==> src/rtl/mem_access_ctrl_pkg.sv <==
// Shared LC-3b types for the memory-stage sequencer: word/opcode/control word,
// sequencer states and byte-enable constants.
package mem_access_ctrl_pkg;

   localparam int LC3B_WORD_W = 16;

   typedef logic [LC3B_WORD_W-1:0] lc3b_word;

   typedef enum logic [3:0] {
      OP_BR   = 4'b0000,
      OP_ADD  = 4'b0001,
      OP_LDB  = 4'b0010,
      OP_STB  = 4'b0011,
      OP_JSR  = 4'b0100,
      OP_AND  = 4'b0101,
      OP_LDR  = 4'b0110,
      OP_STR  = 4'b0111,
      OP_RTI  = 4'b1000,
      OP_NOT  = 4'b1001,
      OP_LDI  = 4'b1010,
      OP_STI  = 4'b1011,
      OP_JMP  = 4'b1100,
      OP_SHF  = 4'b1101,
      OP_LEA  = 4'b1110,
      OP_TRAP = 4'b1111
   } lc3b_opcode;

   typedef struct packed {
      lc3b_opcode opcode;
      logic       mem_read;
      logic       mem_write;
      logic [1:0] marmux_sel;
      logic       wordinmux_sel;
   } lc3b_control_word;

   typedef enum logic [1:0] {IDLE, ACC1, ACC2, DONE} mem_state_t;

   localparam logic [1:0] BE_WORD     = 2'b11;
   localparam logic [1:0] BE_LO       = 2'b01;
   localparam logic [1:0] BE_HI       = 2'b10;
   localparam logic [1:0] MARMUX_TRAP = 2'b01;

   function automatic lc3b_word word_align(input lc3b_word a);
      return {a[LC3B_WORD_W-1:1], 1'b0};
   endfunction

endpackage

==> src/rtl/byte_lane_unit.sv <==
// Byte-lane steering for the data-memory port: byte enables, store-byte
// replication and zero-extended load-byte extraction from the address LSB.
module byte_lane_unit
   import mem_access_ctrl_pkg::*;
(
   input  logic       addr_lsb,
   input  logic       is_byte,
   input  lc3b_word   store_data,
   input  lc3b_word   rdata,
   output logic [1:0] be,
   output lc3b_word   wdata,
   output lc3b_word   load_data
);

   always_comb begin
      be        = BE_WORD;
      wdata     = store_data;
      load_data = rdata;
      if (is_byte) begin
         be        = addr_lsb ? BE_HI : BE_LO;
         wdata     = {store_data[7:0], store_data[7:0]};
         load_data = {8'h00, (addr_lsb ? rdata[15:8] : rdata[7:0])};
      end
   end

endmodule

==> src/rtl/mem_access_ctrl.sv <==
// Memory-stage sequencer: runs the data-memory part of one decoded op, including
// the LDI/STI pointer indirection and TRAP vector fetch, and returns the result.
module mem_access_ctrl
   import mem_access_ctrl_pkg::*;
#(
   parameter int WORD_W = 16
) (
   input  logic              clk,
   input  logic              reset_n,
   input  logic              in_valid,
   output logic              in_ready,
   input  lc3b_control_word  ctrl,
   input  logic [WORD_W-1:0] addr,
   input  logic [7:0]        trapvect8,
   input  logic [WORD_W-1:0] store_data,
   input  logic              flush,
   output logic              dmem_read,
   output logic              dmem_write,
   output logic [WORD_W-1:0] dmem_address,
   output logic [WORD_W-1:0] dmem_wdata,
   output logic [1:0]        dmem_byte_enable,
   input  logic [WORD_W-1:0] dmem_rdata,
   input  logic              dmem_resp,
   output logic              out_valid,
   output logic [WORD_W-1:0] out_data
);

   mem_state_t state_q, state_d;
   logic       in_ready_q, in_ready_d;
   logic       dmem_read_q, dmem_read_d, dmem_write_q, dmem_write_d;
   logic       out_valid_q, out_valid_d, squash_q, squash_d;
   logic [1:0] be_q, be_d;
   lc3b_word   dmem_address_q, dmem_address_d, dmem_wdata_q, dmem_wdata_d;
   lc3b_word   out_data_q, out_data_d;
   lc3b_opcode opcode_q, opcode_d;
   logic       byte_q, byte_d, addr0_q, addr0_d;
   lc3b_word   sdata_q, sdata_d;

   logic       accept, is_byte_in, is_store_in, kill;
   logic       bl_lsb, bl_byte;
   logic [1:0] bl_be;
   lc3b_word   bl_wdata, bl_load;

   assign accept      = in_valid & in_ready_q;
   assign is_byte_in  = ctrl.wordinmux_sel | (ctrl.opcode == OP_STB);
   assign is_store_in = (ctrl.opcode == OP_STR) | (ctrl.opcode == OP_STB);
   assign kill        = squash_q | flush;

   // Lane unit sees live inputs while accepting, the latched op afterwards.
   assign bl_lsb  = (state_q == IDLE) ? addr[0] : addr0_q;
   assign bl_byte = (state_q == IDLE) ? is_byte_in : byte_q;

   byte_lane_unit u_lanes (
      .addr_lsb   (bl_lsb),
      .is_byte    (bl_byte),
      .store_data (store_data),
      .rdata      (dmem_rdata),
      .be         (bl_be),
      .wdata      (bl_wdata),
      .load_data  (bl_load)
   );

   always_comb begin
      state_d        = state_q;
      dmem_read_d    = dmem_read_q;
      dmem_write_d   = dmem_write_q;
      dmem_address_d = dmem_address_q;
      dmem_wdata_d   = dmem_wdata_q;
      be_d           = be_q;
      out_valid_d    = 1'b0;
      out_data_d     = out_data_q;
      squash_d       = squash_q;
      opcode_d       = opcode_q;
      byte_d         = byte_q;
      addr0_d        = addr0_q;
      sdata_d        = sdata_q;
      unique case (state_q)
         IDLE: begin
            if (accept) begin
               opcode_d = ctrl.opcode;
               byte_d   = is_byte_in;
               addr0_d  = addr[0];
               sdata_d  = store_data;
               if (flush) begin
                  state_d = IDLE;
               end else if (ctrl.mem_read | ctrl.mem_write) begin
                  state_d      = ACC1;
                  dmem_read_d  = ~is_store_in;
                  dmem_write_d = is_store_in;
                  be_d         = bl_be;
                  dmem_wdata_d = bl_wdata;
                  if (ctrl.marmux_sel == MARMUX_TRAP)
                     dmem_address_d = {7'b0, trapvect8, 1'b0};
                  else if (is_byte_in)
                     dmem_address_d = addr;
                  else
                     dmem_address_d = word_align(addr);
               end else begin
                  state_d     = DONE;
                  out_valid_d = 1'b1;
                  out_data_d  = '0;
               end
            end
         end
         ACC1: begin
            if (dmem_resp) begin
               dmem_read_d  = 1'b0;
               dmem_write_d = 1'b0;
               if (kill) begin
                  state_d    = DONE;
                  out_data_d = '0;
               end else if (opcode_q == OP_LDI || opcode_q == OP_STI) begin
                  state_d        = ACC2;
                  dmem_address_d = word_align(dmem_rdata);
                  dmem_read_d    = (opcode_q == OP_LDI);
                  dmem_write_d   = (opcode_q == OP_STI);
                  be_d           = BE_WORD;
                  dmem_wdata_d   = sdata_q;
               end else begin
                  state_d     = DONE;
                  out_valid_d = 1'b1;
                  out_data_d  = dmem_write_q ? '0 : bl_load;
               end
            end else if (flush) begin
               squash_d = 1'b1;
            end
         end
         ACC2: begin
            if (dmem_resp) begin
               state_d      = DONE;
               dmem_read_d  = 1'b0;
               dmem_write_d = 1'b0;
               out_valid_d  = ~kill;
               out_data_d   = (opcode_q == OP_LDI && !kill) ? dmem_rdata : '0;
            end else if (flush) begin
               squash_d = 1'b1;
            end
         end
         DONE: begin
            state_d  = IDLE;
            squash_d = 1'b0;
         end
      endcase
      in_ready_d = (state_d == IDLE);
   end

   always_ff @(posedge clk or negedge reset_n) begin
      if (!reset_n) begin
         state_q        <= IDLE;
         in_ready_q     <= 1'b0;
         dmem_read_q    <= 1'b0;
         dmem_write_q   <= 1'b0;
         dmem_address_q <= '0;
         dmem_wdata_q   <= '0;
         be_q           <= '0;
         out_valid_q    <= 1'b0;
         out_data_q     <= '0;
         squash_q       <= 1'b0;
      end else begin
         state_q        <= state_d;
         in_ready_q     <= in_ready_d;
         dmem_read_q    <= dmem_read_d;
         dmem_write_q   <= dmem_write_d;
         dmem_address_q <= dmem_address_d;
         dmem_wdata_q   <= dmem_wdata_d;
         be_q           <= be_d;
         out_valid_q    <= out_valid_d;
         out_data_q     <= out_data_d;
         squash_q       <= squash_d;
      end
   end

   always_ff @(posedge clk) begin
      opcode_q <= opcode_d;
      byte_q   <= byte_d;
      addr0_q  <= addr0_d;
      sdata_q  <= sdata_d;
   end

   assign in_ready         = in_ready_q;
   assign dmem_read        = dmem_read_q;
   assign dmem_write       = dmem_write_q;
   assign dmem_address     = dmem_address_q;
   assign dmem_wdata       = dmem_wdata_q;
   assign dmem_byte_enable = be_q;
   assign out_valid        = out_valid_q;
   assign out_data         = out_data_q;

endmodule
==> config.mk <==
export PLATFORM = sky130hd
export DESIGN_NAME = mem_access_ctrl
export DESIGN_NICKNAME = d
export VERILOG_FILES = /design/src/rtl/mem_access_ctrl_pkg.sv /design/src/rtl/byte_lane_unit.sv /design/src/rtl/mem_access_ctrl.sv
export SDC_FILE = /design/constraint.sdc
export NUM_CORES = 1
export LEC_CHECK = 0
export ABC_AREA = 1
export BUFFER_PORTS_ARGS = -buffer_cell sky130_fd_sc_hd__buf_4
export CORE_MARGIN = 1
export CORE_UTILIZATION = 40
export CTS_CLUSTER_DIAMETER = 200
export DETAILED_ROUTE_END_ITERATION = 10
export PLACE_DENSITY = 0.64
export SLEW_MARGIN = 20
export SYNTH_ARGS = -nofsm -noshare
export SYNTH_HDL_FRONTEND = slang
export SYNTH_SLANG_ARGS = --single-unit
==> constraint.sdc <==
create_clock -name clk -period 3.4 [get_ports clk]
set_input_delay 0 -clock clk [delete_from_list [all_inputs] [get_ports clk]]
set_output_delay 0 -clock clk [all_outputs]
set_load 0.02 [all_outputs]
* Word level (Yosys, flattened, before mapping)
Index checks and enable logic that the tools add are counted.
Cells by class: eq/ne operators 19, muxes and demuxes 74, bitwise operators 7, reductions and logical operators 14
Operator list (count):
- $mux W16 | 24
- $pmux W16 S2 | 2
- $pmux W16 S3 | 1
- $mux W1 | 27
- $mux W2 | 13
- $ne A2 B2 Y1 const B | 8
- $reduce_and A7 Y1 | 2
- $pmux W1 S3 | 3
- $eq A4 B4 Y1 const B | 2
- $mux W8 | 1
- $pmux W2 S4 | 1
- $reduce_and A6 Y1 | 1
- $eq A2 B1 Y1 const B | 2
- $eq A2 B2 Y1 const B | 2
- $eq A4 B2 Y1 const B | 1
- $eq A4 B3 Y1 const B | 1
- $logic_not A2 Y1 | 2
- $ne A2 B1 Y1 const B | 2
- $or A1 B1 Y1 | 4
- $pmux W2 S2 | 1
- $reduce_bool A2 Y1 | 2
- $ne A3 B3 Y1 const B | 1
- $reduce_and A3 Y1 | 1
- $reduce_bool A3 Y1 | 1
- 8 further kinds | 9
Storage, ports and cells: register bits 79, input bits 70

* Logic depth before layout (Yosys ltp)
depth in word-level cells 9, gate-level depth with buffers 11, mapped depth without buffers 11

* Cells and area by module
A second synthesis with hierarchy kept.
Second synthesis, totals: cell total of the unflattened synthesis 646, area, all modules 4650.7 um^2
Modules (own cells, without submodules):
- mem_access_ctrl | times used 1, cells an instance 566, area each 4237.8 um^2, seq. area each 2087.0 um^2
- byte_lane_unit | times used 1, cells an instance 80, area each 412.9 um^2, seq. area each 0.0 um^2

* Worst setup path after synthesis
Ideal clock, no wire load.
path type flip-flop to flip-flop, start point register state_q[0], end point register addr0_q (enable), arrival time 1.754 ns, data required time 2.999 ns, setup slack 1.245 ns, stages on the path, launching flop included 5, path buffers 0, cell sequence dfrtp_1 > inv_1 > ha_1 > inv_1 > nor2_1
On the way: cells in the longest elaborated chain, start to end 2
RTL lines:
- start: declaration | line mem_access_ctrl.sv:28 | mem_state_t state_q, state_d;
- start signal: assignment | line mem_access_ctrl.sv:160 | state_q <= state_d;
- $logic_not A2 Y1 | line mem_access_ctrl.sv:77 | unique case (state_q)
- $reduce_and A2 Y1 (no line)
- end signal: assignment | line mem_access_ctrl.sv:176 | addr0_q <= addr0_d;
- end: declaration | line mem_access_ctrl.sv:36 | logic byte_q, byte_d, addr0_q, addr0_d;
No other way between the ends. A chain may end at the register's enable or synchronous reset.

* Final worst setup path
start point register state_q[1], end point register dmem_address_q[5] (netlist: dmem_address[5])
On the way: cells in the longest elaborated chain, start to end 3, elaborated cells on any way between the ends 11
RTL lines:
- $eq A2 B1 Y1 or $logic_not A2 Y1 (tied branches) | line mem_access_ctrl.sv:77
- $ne A2 B2 Y1 (no line) (tied with other cells)
- $reduce_and A7 Y1 (no line)
- end signal: assignment | line mem_access_ctrl.sv:164 | dmem_address_q <= dmem_address_d;
- end: declaration | line mem_access_ctrl.sv:33 | lc3b_word dmem_address_q, dmem_address_d, dmem_wdata_q, dmem_wdata_d;
Several ways; a longest one is shown, not always the timed one.

==> flow_summary.toml <==
[yosys]
synth.distinct_cells = 32
syn_avg_cell_area_sq_um = 8.25
synth-edff-count = 22
synth_fp_nets = 575
syn_inst = 500
ys_seq_area_frac = 0.506
synth.cell_area_sq_um = 4120
async_reset_ff_frac = 0.722
synthFlopType = "dfrtp_1"
yosys_warnings = 0
ys_ff_latch = 79

[die]
die_y_microns = 104
die_w_microns = 104
ios = 124
die_area_sq_um = 10700
initial_core_util = 0.418
rows = 36
core-area_sq_um = 9860

[finish]
nFillCells = 884
final_cell_mix = "178 x nand2_1, 126 x buf_4, 67 x nand3_1"
final_common_cell = "nand2_1"
n_antenna_cell = 0
nets = 746
final_cells = 809
syn_to_final_growth_pct = 42.3
layout-drive-gt1-share = 0.266

[power_and_ir_drop]
power_density_nw_per_um2 = 767
p_leak_nw = 3.04
vdd_drop_max_mv = 0.431

[clock_network]
cts_hold_buf = 53
clockBufferDepth = 2
tritoncts = "yes"
clkSlewWorstSetupHoldPaths_ns = 0.08
h-tree-depth = 3
ctsResizeCount = 0
ctsRootBufferMaster = "clkbuf_8"
cts-buffers-inserted = 9
cts_sinks = 79
clk-insertion-delay-late_ns = 0.36
post_cts_buffers = 0

[sta]
timing.fmax_ghz = 0.333
finalCritPeriodShare = 0.883
drv_slew = 0
hold_ws_ns = 0.0238
fin_crit_ns = 3.00
worst_slew_pin_slew_ns = 0.765
hold_viol_final = 0
relSlewSlack = 0.490
grt_setup_unrepaired = "no"
setup_tns_ns = 0
setup_viol = 0
fin_skew_ns = 0.00550

[grt]
grt_pass1_vias = 3831
grt_antenna_before_repair = 0
grtUsageTotal = 0.230
overflow = 0
grt_pass1_wl_microns = 19400
grt_max_degree = 58

[placed_design]
placed_cells = 740
place_congestion = 0.903
hpwl_microns = 8150
portBuffers = 123

[detailed_routing]
dr.pass1.iters = 5
drt-initial-drc-count = 204
dr.max_layer_used = "met4"
wl_microns = 11800
wl_met1_microns = 5590
wl_met3_microns = 597
wl_met2_microns = 5360
wl_per_cell_microns = 14.5
via_per_inst = 4.88
ant_nets = 0
drc = 0
vias = 3948

[worst_setup_path]
critPathCaptureType = "flip-flop"
cp.arrival_ns = 3.25
reg2regPathDepth = 10
rrSetupSlack_ns = 0.40
cp.required_ns = 3.65
path_cells = "inv_1, ha_1, nand2_1, nand3_2, nor2_2, nand2_2, inv_4, o211ai_1, dlygate4sd3_1, nand2_1"
worstPathMaxFanout = 29
crit-reg2reg-launch = "state_q[1]"
crit_slowest_cell = "dlygate4sd3_1"
path_common_cell = "nand2_1"
startpoint_type = "flip-flop"
crit_type = "flip-flop to flip-flop"
cpPeakStageDelay_ns = 0.58
timing.rr.end = "dmem_address[5]"

[status]
outcome = "completed"

[run]
drv_cap = 0

[hold_path]
hold_depth = 4
hold_path_startpoint = "dmem_resp"
hold_path_class = "primary input to flip-flop"
hold_path_end = "squash_q"
[routing by layer]
metal,up-vias,GRT usage
met4,0,0.0890
met3,15,0.0403
met5,-,0
met2,121,0.360
li1,1966,-
met1,1846,0.317
[kinds of logic (layout without fill, tap and decap cells)]
| logic type | after synthesis | count (layout) | synth area share |
|---|---|---|---|
| simple gates | 313 | 313 | 0.349 |
| flops | 79 | 79 | 0.506 |
| buf+inv | 62 | 238 | 0.0692 |
| compound gates | 41 | 41 | 0.0607 |
| fa+ha+maj | 5 | 5 | 0.0152 |
[per-stage QoR]
stage	instance area (sq um)	total power [W]	setup WS, ns	util
4_1_cts	5870	0.00453	0.326	0.595
3_5_place_dp	5120	0.00367	0.859	0.519
5_1_grt	5870	0.00484	0.118	0.595
3_3_place_gp	5120	0.00362	0.958	0.519
6_report	5870	0.00450	0.399	0.595
2_1_floorplan	4120	0.00297	1.25	-
[critical path: cells and delay by family (launching register included)]
kind | cells | cell delay, ns
flip-flops | 1 | 0.43
AND/OR/NAND/NOR | 5 | 0.84
buffers and inverters | 3 | 0.92
AO/OA/AOI/OAI | 1 | 0.16
adder cells (fa/ha/maj) | 1 | 0.51
[worst max-delay path by stage]
stage                     startpoint               to  slack (ns)  cells after the start
after floorplan           state_q[0]          addr0_q        1.25                      4
final                     state_q[1]  dmem_address[5]        0.40                     10
after detailed placement  state_q[1]  dmem_address[6]        0.86                      7
after CTS                 state_q[1]  dmem_address[3]        0.33                      8
after global placement    state_q[1]   dmem_wdata[15]        0.96                      8
after global routing      state_q[1]  dmem_address[4]        0.12                     10
[sequential cells by signal, indices dropped and copies added (netlist names)]
| name | count |
|---|---|
| dmem_address | 16 |
| dmem_wdata | 16 |
| out_data | 16 |
| sdata_q | 16 |
| opcode_q | 4 |
| dmem_byte_enable | 2 |
| state_q | 2 |
| addr0_q | 1 |
| byte_q | 1 |
| dmem_read | 1 |
| dmem_write | 1 |
| in_ready | 1 |
| out_valid | 1 |
| squash_q | 1 |
[Yosys cell counts, types with 5 or more instances]
library cell	n	area share
o21ai_0	17	0.021
nand2_2	5	0.0076
or2_2	8	0.012
nor2_1	26	0.024
dfrtp_1	57	0.35
buf_2	9	0.011
clkbuf_1	6	0.0055
inv_1	40	0.036
nor2_2	5	0.0076
o211ai_1	17	0.031
edfxtp_1	22	0.16
nand2_1	178	0.16
nand3_2	11	0.027
ha_1	5	0.015
nand3_1	67	0.081
[where the power goes]
group          switching [W]  total, W  internal (W)  leakage, nW
clock               0.000350  0.000781      0.000431        0.116
sequential          0.000162   0.00144       0.00127        0.936
combinational        0.00145   0.00229      0.000835         1.99
[final cells by class]
cell class / count / area (sq um) / area share
sequential: 79 / 2090 / 0.356
multi-input combinational: 359 / 1750 / 0.299
timing repair buffer: 179 / 1480 / 0.252
tap: 133 / 166 / 0.0284
inverter: 43 / 164 / 0.0279
clock buffer: 10 / 138 / 0.0235
clock inverter: 6 / 83.8 / 0.0143
No activity file was read; power rests on OpenSTA's default activity.
